**src/rtl/hazard_ctrl.sv**
```systemverilog
// Issue-stage hazard controller: DEPTH-entry destination scoreboard plus branch-penalty counter.
// Optional build macro HAZARD_FORWARD_EN: only a load in entry[0] can cause a RAW stall.
module hazard_ctrl #(
    parameter int DEPTH          = 3,
    parameter int BRANCH_PENALTY = 2
) (
    input  logic        clk,
    input  logic        reset,
    input  logic        instr_valid,
    input  logic [31:0] instr,
    input  logic [4:0]  dest,
    input  logic        isbranch,
    output logic        issue,
    output logic        stall,
    output logic [3:0]  inflight
);

    localparam logic [5:0] OP_RTYPE = 6'b000000;
    localparam logic [5:0] OP_J     = 6'b000010;
    localparam logic [5:0] OP_BEQ   = 6'b000100;
    localparam logic [5:0] OP_ADDI  = 6'b001000;
    localparam logic [5:0] OP_LW    = 6'b100011;
    localparam logic [5:0] OP_SW    = 6'b101011;
    localparam logic [3:0] BP_LOAD  = 4'(BRANCH_PENALTY);

    logic             r_valid [DEPTH];
    logic [4:0]       r_dest  [DEPTH];
    logic [3:0]       r_bcnt;

    logic [5:0]       w_opcode;
    logic             w_use_rs;
    logic             w_use_rt;
    logic [4:0]       w_src_rs;
    logic [4:0]       w_src_rt;
    logic             w_raw;
    logic             w_block;
    logic             w_issue;
    logic             w_is_lw;
    logic [DEPTH-1:0] w_hit;
    logic [3:0]       w_count;
    logic             w_unused;

    assign w_opcode = instr[31:26];
    assign w_is_lw  = (w_opcode == OP_LW);
    assign w_unused = ^{instr[15:0]};

    always_comb begin
        w_use_rs = 1'b0;
        w_use_rt = 1'b0;
        case (w_opcode)
            OP_RTYPE, OP_BEQ, OP_SW: begin
                w_use_rs = 1'b1;
                w_use_rt = 1'b1;
            end
            OP_ADDI, OP_LW: w_use_rs = 1'b1;
            OP_J:           w_use_rs = 1'b0;
            default:        w_use_rs = 1'b0;
        endcase
    end

    // Unused or $0 sources collapse to 0, which can never match a hazarding entry.
    assign w_src_rs = w_use_rs ? instr[25:21] : 5'd0;
    assign w_src_rt = w_use_rt ? instr[20:16] : 5'd0;

    generate
        for (genvar gi = 0; gi < DEPTH; gi++) begin : g_hit
            assign w_hit[gi] = r_valid[gi] && (r_dest[gi] != 5'd0) &&
                               (((w_src_rs != 5'd0) && (r_dest[gi] == w_src_rs)) ||
                                ((w_src_rt != 5'd0) && (r_dest[gi] == w_src_rt)));
        end
    endgenerate

`ifdef HAZARD_FORWARD_EN
    logic r_load [DEPTH];

    // Forwarding covers every producer except a load one stage ahead.
    assign w_raw = w_hit[0] & r_load[0];

    generate
        for (genvar gi = 0; gi < DEPTH; gi++) begin : g_load
            always_ff @(posedge clk or posedge reset) begin
                if (reset) begin
                    r_load[gi] <= 1'b0;
                end else if (gi == 0) begin
                    r_load[gi] <= w_issue & w_is_lw;
                end else begin
                    r_load[gi] <= r_load[(gi > 0) ? gi - 1 : 0];
                end
            end
        end
    endgenerate
`else
    assign w_raw = |w_hit;
    logic w_unused_lw;
    assign w_unused_lw = w_is_lw;
`endif

    assign w_block = w_raw | (r_bcnt != 4'd0);
    assign w_issue = ~reset & instr_valid & ~w_block;
    assign issue   = w_issue;
    assign stall   = ~reset & instr_valid & w_block;

    // Stalled or idle cycles push a bubble so the scoreboard keeps draining.
    generate
        for (genvar gi = 0; gi < DEPTH; gi++) begin : g_stage
            always_ff @(posedge clk or posedge reset) begin
                if (reset) begin
                    r_valid[gi] <= 1'b0;
                    r_dest[gi]  <= 5'd0;
                end else if (gi == 0) begin
                    r_valid[gi] <= w_issue;
                    r_dest[gi]  <= w_issue ? dest : 5'd0;
                end else begin
                    r_valid[gi] <= r_valid[(gi > 0) ? gi - 1 : 0];
                    r_dest[gi]  <= r_dest[(gi > 0) ? gi - 1 : 0];
                end
            end
        end
    endgenerate

    always_ff @(posedge clk or posedge reset) begin
        if (reset) begin
            r_bcnt <= 4'd0;
        end else if (w_issue && isbranch) begin
            r_bcnt <= BP_LOAD;
        end else if (r_bcnt != 4'd0) begin
            r_bcnt <= r_bcnt - 4'd1;
        end
    end

    always_comb begin
        w_count = 4'd0;
        for (int i = 0; i < DEPTH; i++) begin
            w_count = w_count + 4'(r_valid[i]);
        end
    end

    assign inflight = w_count;

endmodule

```
**config.mk**
```make
export PLATFORM = sky130hd
export DESIGN_NAME = hazard_ctrl
export DESIGN_NICKNAME = d
export VERILOG_FILES = /design/src/rtl/hazard_ctrl.sv
export SDC_FILE = /design/constraint.sdc
export NUM_CORES = 1
export LEC_CHECK = 0
export ABC_AREA = 0
export BUFFER_PORTS_ARGS = -buffer_cell sky130_fd_sc_hd__buf_4
export CORE_UTILIZATION = 50
export CTS_BUF_LIST = sky130_fd_sc_hd__clkbuf_16
export DETAILED_ROUTE_END_ITERATION = 12
export PLACE_DENSITY = 0.79
export SLEW_MARGIN = 10
export SYNTH_ARGS = -nofsm -noshare
export SYNTH_HDL_FRONTEND = slang
export SYNTH_SLANG_ARGS = --single-unit
```
**constraint.sdc**
```tcl
create_clock -name clk -period 4.5 [get_ports clk]
set_input_delay 0.45 -clock clk [delete_from_list [all_inputs] [get_ports clk]]
set_output_delay 0.45 -clock clk [all_outputs]
set_load 0.01 [all_outputs]
```
# [Word level (Yosys, flattened, before mapping)]
# Cells that the tools add are included.
[totals] inputBits=41 wordCells=60 output_inout_bits=6 register_bits=22
[op_classes] eq_ne=10 n_reduce_logical=27 addsub=3 bitwise=6 muxes=7
[op_table] op="5-bit == test" count=6
[op_table] op="5-bit nonzero test" count=5
[op_table] op="5-bit two-way mux" count=3
[op_table] op="1-bit logical AND" count=13
[op_table] op="6-bit == test, second input constant" count=2
[op_table] op="4-bit two-way mux" count=2
[op_table] op="6-bit by 3-bit == test with 1-bit output, second input constant" count=1
[op_table] op="6-bit by 4-bit == test with 1-bit output, second input constant" count=1
[op_table] op="6-bit zero test" count=1
[op_table] op="3-bit OR reduction" count=2
[op_table] op="5-bit OR reduction" count=1
[op_table] op="4-bit nonzero test" count=1
[op_table] op="4-bit by 1-bit subtractor with 4-bit output, second input constant" count=1
[op_table] op="2-bit by 1-bit adder with 3-bit output" count=1
[op_table] op="1-bit AND" count=3
[op_table] op="1-bit logical OR" count=3
[op_table] op="1-bit by 1-bit adder with 2-bit output" count=1
[op_table] op="1-bit two-way mux" count=2
[op_table] op="1-bit NOT" count=2
[op_table] op="2-bit nonzero test" count=1
[op_table] op="1-bit OR" count=1

# [Depth between registers and ports, before layout]
# Gate-level depths: netlist of run 1.
[logic_depth] ltp_word=14 depth_mapped=7 depth_no_buf=6

# [Worst setup path after synthesis of run 1]
# OpenSTA, ideal clock, no wires.
[synth_timing] kind="input to output" from="input instr[28]" to="output stall" t_arrival_ns=2.003 path_buffers=0 required_ns=4.050 stages=5 slack_ns=2.047 path_cell_list="nand4b_2 > o2bb2a_4 > or4_4 > o31ai_4 > o21a_1"
[synth_between] elab_chain_len=11 elab_cells_between_ends=34 cone_classes="eq/ne (10); mux (4); bitwise (2); reduce/logical (18)"
[synth_rtl] element="start: declaration" line="10" rtl="input logic [31:0] instr,"
[synth_rtl] element="6-bit == test, or another cell as far along" line="50" rtl="case (w_opcode)"
[synth_rtl] element="5-bit OR reduction (no source line) / 3-bit OR reduction (equally long branches)"
[synth_rtl] element="1-bit two-way mux" line="50"
[synth_rtl] element="5-bit two-way mux, on equally long branches" line="62, 63"
[synth_rtl] element="5-bit == test, or another cell as far along" line="68" rtl="(((w_src_rs != 5'd0) && (r_dest[gi] == w_src_rs)) ||"
[synth_rtl] element="1-bit logical AND, on equally long branches" line="68, 69"
[synth_rtl] element="1-bit logical OR" line="68"
[synth_rtl] element="1-bit logical AND" line="67" rtl="assign w_hit[gi] = r_valid[gi] && (r_dest[gi] != 5'd0) &&"
[synth_rtl] element="3-bit OR reduction (*)" line="93" rtl="assign w_raw = |w_hit;"
[synth_rtl] element="1-bit OR (*)" line="98" rtl="assign w_block = w_raw | (r_bcnt != 4'd0);"
[synth_rtl] element="1-bit AND (*)" line="101" rtl="assign stall = ~reset & instr_valid & w_block;"
[synth_rtl] element="end: declaration" line="14" rtl="output logic stall,"
# Every way passes the cells marked *; elsewhere a longest branch is shown, timed or not.

# [Final worst setup path of run 1]
[layout_timing] from="input instr[28]" to="output issue"
[layout_between] elab_chain_len=12 elab_cells_between_ends=35 cone_classes="eq/ne (10); mux (4); bitwise (3); reduce/logical (18)"
[layout_rtl] element="6-bit == test, or another cell as far along" line="50"
[layout_rtl] element="5-bit OR reduction (no source line) / 3-bit OR reduction (equally long branches)"
[layout_rtl] element="1-bit two-way mux" line="50"
[layout_rtl] element="5-bit two-way mux, on equally long branches" line="62, 63"
[layout_rtl] element="5-bit == test, or another cell as far along" line="68"
[layout_rtl] element="1-bit logical AND, on equally long branches" line="68, 69"
[layout_rtl] element="1-bit logical OR" line="68"
[layout_rtl] element="1-bit logical AND" line="67"
[layout_rtl] element="3-bit OR reduction (*)" line="93"
[layout_rtl] element="1-bit OR (*)" line="98"
[layout_rtl] element="1-bit NOT (*)" line="99" rtl="assign w_issue = ~reset & instr_valid & ~w_block;"
[layout_rtl] element="1-bit AND (*)" line="99"
[layout_rtl] element="end: declaration" line="13" rtl="output logic issue,"
# Marks and branches as above.

==> results of run 1 <==
## sequential cells by signal (all words and copies together) (netlist names)
signal	flops
r_dest	15
r_bcnt	4
r_valid	3
## cell usage in the layout, fill, tap and decap left out, types with 2 or more instances in the layout
master	synthesis	layout
xor2_1	9	9
o32ai_1	2	2
o21ai_1	3	3
nor3_1	9	9
a21o_1	2	2
nor4_1	6	6
nand3_1	5	5
a21oi_1	2	2
dfrtp_1	22	22
ha_1	2	2
nor2_1	14	14
a31oi_1	6	6
buf_4	2	28
inv_1	8	8
o21a_1	3	3
nor4bb_1	6	6
or4_1	2	2
conb_1	1	2
clkbuf_16	0	3
xnor2_1	17	17
## Yosys cell counts (all sizes together), types with 2 or more instances
cell type  number  area, sq um
ha              2        25.02
o21a            3        22.52
and3b           2        18.77
nor4bb          6        60.06
buf             4        25.02
a21o            2        15.01
nor2           14        52.55
xor2            9        78.83
nor4            6        37.54
o32ai           2        17.52
nor3            9        45.04
or4             3        26.27
inv             8        30.03
o32a            2        21.27
o21ai           3        15.01
o31ai           2        28.78
dfrtp          22        550.5
nand3           5        25.02
xnor2          17        148.9
a31oi           6        37.54
a21oi           2        10.01
## power by group
part / internal, uW / switching, uW / total, uW
clock: 117 / 61.8 / 179
combinational: 92.0 / 85.8 / 178
sequential: 228 / 29.2 / 257
## cells by family (layout without fill, tap and decap cells)
logic type / count (synthesis) / after routing / share of synthesized area
and+or+nand+nor: 53 / 53 / 0.2270
AOI/OAI and AO/OA: 28 / 28 / 0.1642
xor gates and xnor gates: 26 / 26 / 0.1565
DFF: 22 / 22 / 0.3783
buffers and inverters: 13 / 39 / 0.04041
adders and majority gates: 3 / 3 / 0.03095
other: 1 / 2 / 0.002577
## worst max path at each step
stage                          from    end  slack (ns)  depth (start not counted)
2_1_floorplan             instr[28]  stall        2.05                          5
3_3_place_gp              instr[28]  issue        1.70                          7
3_5_place_dp              instr[28]  issue        1.67                          7
4_1_cts                   instr[28]  issue        1.66                          7
5_1_grt        r_dest[10]$_DFF_PP0_  issue        1.48                          7
6_report                  instr[28]  issue        1.68                          7
## per-layer routing
layer  global-route usage  up-vias  share of wire
met4              0.08014        0          0.021
met1               0.2848      565           0.45
met2               0.3735       36           0.48
li1                     -      590              -
met3              0.03023        8          0.045
met5                    0        -              0
## area by class of cell
class	instances	area [sq um]	area share
clock buffer	3	75.07	0.04280
sequential	22	550.5	0.3138
multi-input combinational	112	849.6	0.4843
inverter	8	30.03	0.01712
tap	31	38.79	0.02211
timing repair buffer	28	210.2	0.1198
## worst reg2reg max path: stages (launching register included)
cell     delay, ns
dfrtp_1       0.44
or4_1         0.54
o21ai_1       0.18
nor4_1        0.08
o21ai_1       0.24
nand4_1       0.27
nor3_1        0.22
## stage by stage
stage / hold slack, ns / setup WS [ns] / instances / power (uW) / instance area (sq um)
global route: 0.4294 / 1.478 / 204 / 654.9 / 1754
finish: 0.3653 / 1.677 / 204 / 613.4 / 1754
CTS: 0.3994 / 1.662 / 204 / 617.3 / 1754
detailed placement: 0.4344 / 1.666 / 201 / 438.1 / 1679
floorplan: 0.3891 / 2.047 / 147 / 380.4 / 1459
global placement: 0.4250 / 1.701 / 201 / 424.9 / 1679
==> impl_metrics.ini, run 1 <==
[clock_tree]
cts_root_buf = clkbuf_16
cts_buffer_depth = 2
cts_resized = 0
clk_latency_ns = 0.25
cts_tree = built
cts_buffers = 3
path_clk_slew_ns = 0.05
postCtsSetupBuffers = 0
clock-sinks = 22
htree_levels = 1
hold_buffers = 0

[sta]
fmax_ghz = 0.3542
fin_tns_setup_ns = 0
finalMaxSlewViolations = 0
grt_setup_unrepaired = no
final_hold_viol_count = 0
period_share = 0.6273
period_minus_slack_ns = 2.823
worstMarginPinSlew_ns = 0.7918
slew_headroom = 0.4715
setup_violations = 0
fin_worst_skew_ns = 0.001940

[placed_design]
portBuffers = 28
hpwl_mm = 2.354
gp_congestion = 0.9463

[yosys]
ys_async_sr_fraction = 1.000
syn_area_sq_mm = 0.001455
syn_area_per_cell_sq_um = 9.967
ys_ff_latch = 22
ys.flop_type = dfrtp_1
synthCells = 146
synthDistinctLibCells = 43
yosysWarnings = 0
synth_edf_count = 0
ys_seq_area_frac = 0.3783

[floorplan]
num_io_pins = 47
die_y_microns = 55.95
coreArea_sq_mm = 0.002758
die_area_sq_mm = 0.003130
die_w_microns = 55.95
initial_core_util = 0.5277
rows = 19

[routing]
wire_per_inst_microns = 14.65
drc_errors = 0
wl_mm = 2.989
vias = 1199
drt_pre_antenna_iters = 4
vias_per_cell = 5.877
drt_iter0_drc = 69
antenna_left = 0

[worst_setup_path]
critPathSlowestCell = or4_4
regToRegEndpoint = r_dest[11]$_DFF_PP0_
path_max_fanout = 11
path_delay_family = simple AND/OR/NAND/NOR gates
worst_r2r_path_depth = 6
end_kind = output pin
crit-reg2reg-launch = r_dest[10]$_DFF_PP0_
crit_buf_inv = 2
r2r_slack_ns = 2.45
arrival_ns = 2.37
crit_required_ns = 4.05
cp_common_cell = buf_4
start_kind = primary input
crit_chain = buf_4 -> nand4b_2 -> o2bb2a_4 -> or4_4 -> o31ai_4 -> nor2_1 -> buf_4
worstSetupPathType = primary input to output pin
cpPeakStageDelay_ns = 0.56

[run]
drv_cap = 0

[layout]
antenna_cells = 0
finalCoreUtilization = 0.6361
drive_gt1_frac = 0.2254
areaGrowthSynthToFinish_pct = 20.55
fillers = 225
nets = 219

[global_route]
antenna_found_initial = 0
grt-ovfl-total = 0
grt_max_degree = 23
grt_pass1_wl_mm = 5.395
grt_pass1_vias = 1218
groute.usage.overall = 0.2190

[min_path]
hp-class = primary input to asynchronous set/reset pin

[pwr]
ir_drop_mv = 0.3638
p_leak_uw = 0.0007897
p_per_area_mw_per_mm2 = 349.7

[run_status]
status = completed
(Power assumes the default switching activity.)
==> inputs of run 2 (changes only) <==
--- a/config.mk
+++ b/config.mk
@@ -7,10 +7,10 @@
 export LEC_CHECK = 0
 export ABC_AREA = 0
 export BUFFER_PORTS_ARGS = -buffer_cell sky130_fd_sc_hd__buf_4
-export CORE_UTILIZATION = 50
+export CORE_UTILIZATION = 45
 export CTS_BUF_LIST = sky130_fd_sc_hd__clkbuf_16
 export DETAILED_ROUTE_END_ITERATION = 12
-export PLACE_DENSITY = 0.79
+export PLACE_DENSITY = 0.75
 export SLEW_MARGIN = 10
 export SYNTH_ARGS = -nofsm -noshare
 export SYNTH_HDL_FRONTEND = slang
==> constraint.sdc (replaced) <==
create_clock -name clk -period 2.5 [get_ports clk]
set_input_delay 0.25 -clock clk [delete_from_list [all_inputs] [get_ports clk]]
set_output_delay 0.25 -clock clk [all_outputs]
set_load 0.01 [all_outputs]
==> run 2 against run 1 <==
Effect of this change: largest power group unchanged; via count increased by 5.5%; register-to-register slack got worse by 2.0 ns; global-route usage decreased by 1.7 points; cell count increased by 12%; worst setup slack got worse by 1.6 ns; highest routed layer unchanged; critical endpoint is now stall; critical path type is now flop to output pin; non-clock buffer count increased by 11.
==> impl_metrics.ini, run 2 (synthesized netlist as in run 1, its figures left out) <==
[routing]
vias_per_cell = 5.524
wl_mm = 3.198
drt_pre_antenna_iters = 4
wire_per_inst_microns = 13.97
drt_iter0_drc = 49
vias = 1265
antenna_left = 0
drc_errors = 0

[floorplan]
rows = 20
die_area_sq_mm = 0.003465
die_w_microns = 58.87
initial_core_util = 0.4766
num_io_pins = 47
die_y_microns = 58.87
coreArea_sq_mm = 0.003053

[clock_tree]
path_clk_slew_ns = 0.06
clock-sinks = 22
htree_levels = 1
cts_tree = built
cts_buffer_depth = 2
cts_buffers = 3
cts_root_buf = clkbuf_16
clk_latency_ns = 0.25
hold_buffers = 0

[sta]
fin_tns_setup_ns = 0
period_share = 0.9543
finalMaxSlewViolations = 0
fin_worst_skew_ns = 0.003644
fmax_ghz = 0.4192
setup_slack_ns = 0.1142
slew_headroom = 0.4677
setup_violations = 0
period_minus_slack_ns = 2.386
grt_setup_unrepaired = no
final_hold_viol_count = 0
worstMarginPinSlew_ns = 0.7976

[global_route]
grt_pass1_vias = 1216
groute.usage.overall = 0.2022
grt_max_degree = 23
grt-ovfl-total = 0
antenna_found_initial = 0
grt_pass1_wl_mm = 5.264

[worst_setup_path]
end_kind = output pin
path_max_fanout = 7
r2r_slack_ns = 0.47
worst_r2r_path_depth = 7
regToRegEndpoint = r_dest[12]$_DFF_PP0_
crit-reg2reg-launch = r_dest[9]$_DFF_PP0_
arrival_ns = 2.14
worstSetupPathType = flop to output pin
crit_required_ns = 2.25
start_kind = flop

[layout]
largest_register = r_dest
nets = 230
largest_register_ffs = 15
final_common_cell = buf_4
antenna_cells = 0
top_regs = r_dest x15, r_bcnt x4, r_valid x3
final_cell_mix = buf_4, dfrtp_1, xnor2_1
drive_gt1_frac = 0.3243
areaGrowthSynthToFinish_pct = 30.01
fillers = 269

[run_status]
status = completed

[pwr]
p_per_area_mw_per_mm2 = 604.9
p_leak_uw = 0.0008501
ir_drop_mv = 0.4568

[placed_design]
gp_congestion = 0.8495
portBuffers = 28
dp_slack_ns = 0.1901
hpwl_mm = 2.488

[run]
drv_cap = 0

[min_path]
hp-class = primary input to asynchronous set/reset pin
[run 2: cell types whose count changed in the layout (fill, tap and decap cells not counted), sizes merged]
| cell | previous run | this run |
|---|---|---|
| buf | 28 | 39 |
| clkinv | 0 | 1 |
[run 2: cell type report]
type / count / area, sq um / share of cell area
repair buffers: 39 / 292.8 / 0.1548
multi-input cells: 112 / 880.8 / 0.4656
clock buffers: 3 / 75.07 / 0.03968
clock inverters: 1 / 3.754 / 0.001984
well taps: 44 / 55.05 / 0.02910
flip-flops and latches: 22 / 554.3 / 0.2930
inverters: 8 / 30.03 / 0.01587
[run 2: power breakdown]
part | leakage [uW] | switching, uW | internal (uW)
Clock | 0.0000385 | 118 | 213
Combinational | 0.000518 | 165 | 186
Sequential | 0.000294 | 52.7 | 410
Total | 0.000850 | 335 | 809
[run 2: what timing repair did]
action                                  in CTS  in global routing
endpoints found under the setup margin       0                  2
gates resized for setup                      0                 10
buffers inserted                             0                  6
hold endpoints to repair                     0                  0
[run 2: metrics by stage]
stage / power, uW / utilization / cell area (sq um) / hold WS, ns / std cells
after floorplan: 684.7 / - / 1459 / 0.2392 / 147
after global placement: 781.6 / 0.5676 / 1733 / 0.4230 / 219
after detailed placement: 802.6 / 0.5676 / 1733 / 0.4310 / 219
after CTS: 1138 / 0.5934 / 1812 / 0.1987 / 223
after global routing: 1225 / 0.6197 / 1892 / 0.2244 / 229
final: 1144 / 0.6197 / 1892 / 0.1608 / 229
[run 2: worst max-delay path by stage]
stage                         from    end  slack [ns]
2_1_floorplan            instr[28]  stall        0.45
6_report       r_dest[9]$_DFF_PP0_  stall        0.11
3_5_place_dp             instr[28]  issue        0.19
3_3_place_gp             instr[28]  issue        0.20
5_1_grt        r_dest[9]$_DFF_PP0_  stall       0.006
4_1_cts        r_dest[9]$_DFF_PP0_  issue       0.007
[run 2: critical path, cell delays in order (launching register included)]
cell     delay, ns
dfrtp_1       0.45
or2_1         0.27
o41ai_2       0.26
nor4_1        0.10
a32oi_1       0.31
o31ai_4       0.16
o21a_1        0.19
buf_4         0.13
[run 2: routing by layer]
metal  vias up  global-route usage  share of wire  routed length (microns)
met5         -                   0              0                        0
met4         0             0.08844          0.027                       85
met3        12             0.01978          0.059                      190
met2        55              0.3442           0.50                     1590
met1       587              0.2609           0.42                     1331
li1        611                   -              -                        -
==> inputs of run 3 (changes only) <==
==> constraint.sdc (replaced) <==
create_clock -name clk -period 2.5 [get_ports clk]
set_input_delay 0.25 -clock clk [delete_from_list [all_inputs] [get_ports clk]]
set_output_delay 0.25 -clock clk [all_outputs]
set_load 0.005 [all_outputs]
==> run 3 against run 2 <==
Effect of this change: clock skew fell by 0.00054 ns; flip-flop and latch count did not move; power fell by 1.7%; clock power barely moved; global-route usage did not move; clock-buffer cell count did not move; combinational power fell by 5.7%; first-iteration DRC count did not move; sequential share of layout area rose by 0.94 points; register-to-register slack got worse by 0.03 ns; maximum frequency fell by 0.75%.
==> impl_metrics.ini, run 3 (synthesized netlist as in run 1, its figures left out) <==
[floorplan]
die_area_sq_mm = 0.003465
num_io_pins = 47
rows = 20
die_y_microns = 58.87
coreArea_sq_mm = 0.003053
die_w_microns = 58.87
initial_core_util = 0.4766

[sta]
setup_slack_ns = 0.09619
fmax_ghz = 0.4160
period_minus_slack_ns = 2.404
setup_violations = 0
worstMarginPinSlew_ns = 0.7950
final_hold_viol_count = 0
finalMaxSlewViolations = 0
fin_worst_skew_ns = 0.003105
period_share = 0.9615
slew_headroom = 0.4694

[routing]
drt_iter0_drc = 49
vias_per_cell = 5.480
antenna_left = 0
drt_pre_antenna_iters = 4
wl_mm = 3.034
drc_errors = 0
wire_per_inst_microns = 13.61
vias = 1222

[layout]
antenna_cells = 0
nets = 224
final_common_cell = buf_4
largest_register = r_dest
areaGrowthSynthToFinish_pct = 25.97
drive_gt1_frac = 0.2849
largest_register_ffs = 15
finalCoreUtilization = 0.6004
final_cell_mix = buf_4, dfrtp_1, xnor2_1
stdcell_count = 223
fillers = 275
top_regs = r_dest x15, r_bcnt x4, r_valid x3

[pwr]
power.total_uw = 1124
ir_drop_mv = 0.4548
p_leak_uw = 0.0008198
p_per_area_mw_per_mm2 = 613.4

[worst_setup_path]
path_max_fanout = 5
crit_chain = or4_1 -> o21ai_2 -> nor4_1 -> o21ai_1 -> nand3_1 -> o21a_1 -> buf_4
arrival_ns = 2.15
crit_required_ns = 2.25
start_kind = flop
r2r_slack_ns = 0.44
cpPeakStageDelay_ns = 0.54
worstSetupPathType = flop to output pin
critPathSlowestCell = or4_1
end_kind = output pin

[placed_design]
dp_slack_ns = 0.1984
gp_congestion = 0.8495
portBuffers = 28
place_inst = 219
hpwl_mm = 2.488

[global_route]
antenna_found_initial = 0
grt-ovfl-total = 0
grt_pass1_vias = 1216
grt_max_degree = 23
groute.usage.overall = 0.2022
grt_pass1_wl_mm = 5.264

[clock_tree]
cts_tree = built
path_clk_slew_ns = 0.06
cts_root_buf = clkbuf_16
cts_buffers = 3
postCtsSetupBuffers = 0
cts_resized = 0
hold_buffers = 0
clk_latency_ns = 0.25
clock-sinks = 22
cts_buffer_depth = 2
htree_levels = 1

[min_path]
hp-class = primary input to asynchronous set/reset pin

[run_status]
status = completed

[run]
drv_cap = 0
## run 3: cell types whose count changed in the layout (fill, tap and decap cells not counted), sizes merged
| cell | previous run | this run |
|---|---|---|
| buf | 39 | 33 |
## run 3: power by group
| group | leakage [uW] | switching [uW] | total, uW | internal [uW] |
|---|---|---|---|---|
| Sequential | 0.000294 | 53.1 | 463 | 410 |
| Combinational | 0.000488 | 155 | 331 | 176 |
| Clock | 0.0000385 | 117 | 330 | 213 |
| Total | 0.000820 | 325 | 1120 | 799 |
## run 3: metrics by stage
step	cell area (sq um)	hold slack (ns)	setup TNS, ns
after global placement	1733	0.4230	0
after CTS	1812	0.1987	0
final	1833	0.1603	0
after floorplan	1459	0.2392	0
after detailed placement	1733	0.4310	0
after global routing	1833	0.2244	-0.007018
## run 3: area by class of cell
class	count	area (sq um)	area share
flip-flops and latches	22	554.3	0.3024
well taps	44	55.05	0.03003
clock buffers	3	75.07	0.04096
repair buffers	33	247.7	0.1352
multi-input cells	112	867.1	0.4730
inverters	8	30.03	0.01638
clock inverters	1	3.754	0.002048
## run 3: path summary, 6_finish.rpt
| kind | start | end | depth (start not counted) |
|---|---|---|---|
| hold reg to reg | r_dest[10]$_DFF_PP0_ | r_dest[5]$_DFF_PP0_ | 0 |
| setup / recovery | r_dest[0]$_DFF_PP0_ | stall | 7 |
| max in group asynchronous | reset | r_dest[0]$_DFF_PP0_ | 2 |
| hold / removal | reset | r_dest[11]$_DFF_PP0_ | 2 |
| setup reg to reg | r_dest[0]$_DFF_PP0_ | r_dest[12]$_DFF_PP0_ | 7 |
| min in group clk | dest[0] | r_dest[10]$_DFF_PP0_ | 3 |
## run 3: critical path, delay by kind of cell, from the launching register on
kind	cells	cell delay, ns
AND/OR/NAND/NOR	3	0.76
AO/OA/AOI/OAI	3	0.58
flip-flops	1	0.43
buffers and inverters	1	0.13
## run 3: routing by layer
layer  part of all wire  wire length [microns]  GRT usage
met4              0.020                     62    0.08844
met2               0.50                   1511     0.3442
met1               0.43                   1306     0.2609
met3              0.050                    153    0.01978
met5                  0                      0          0
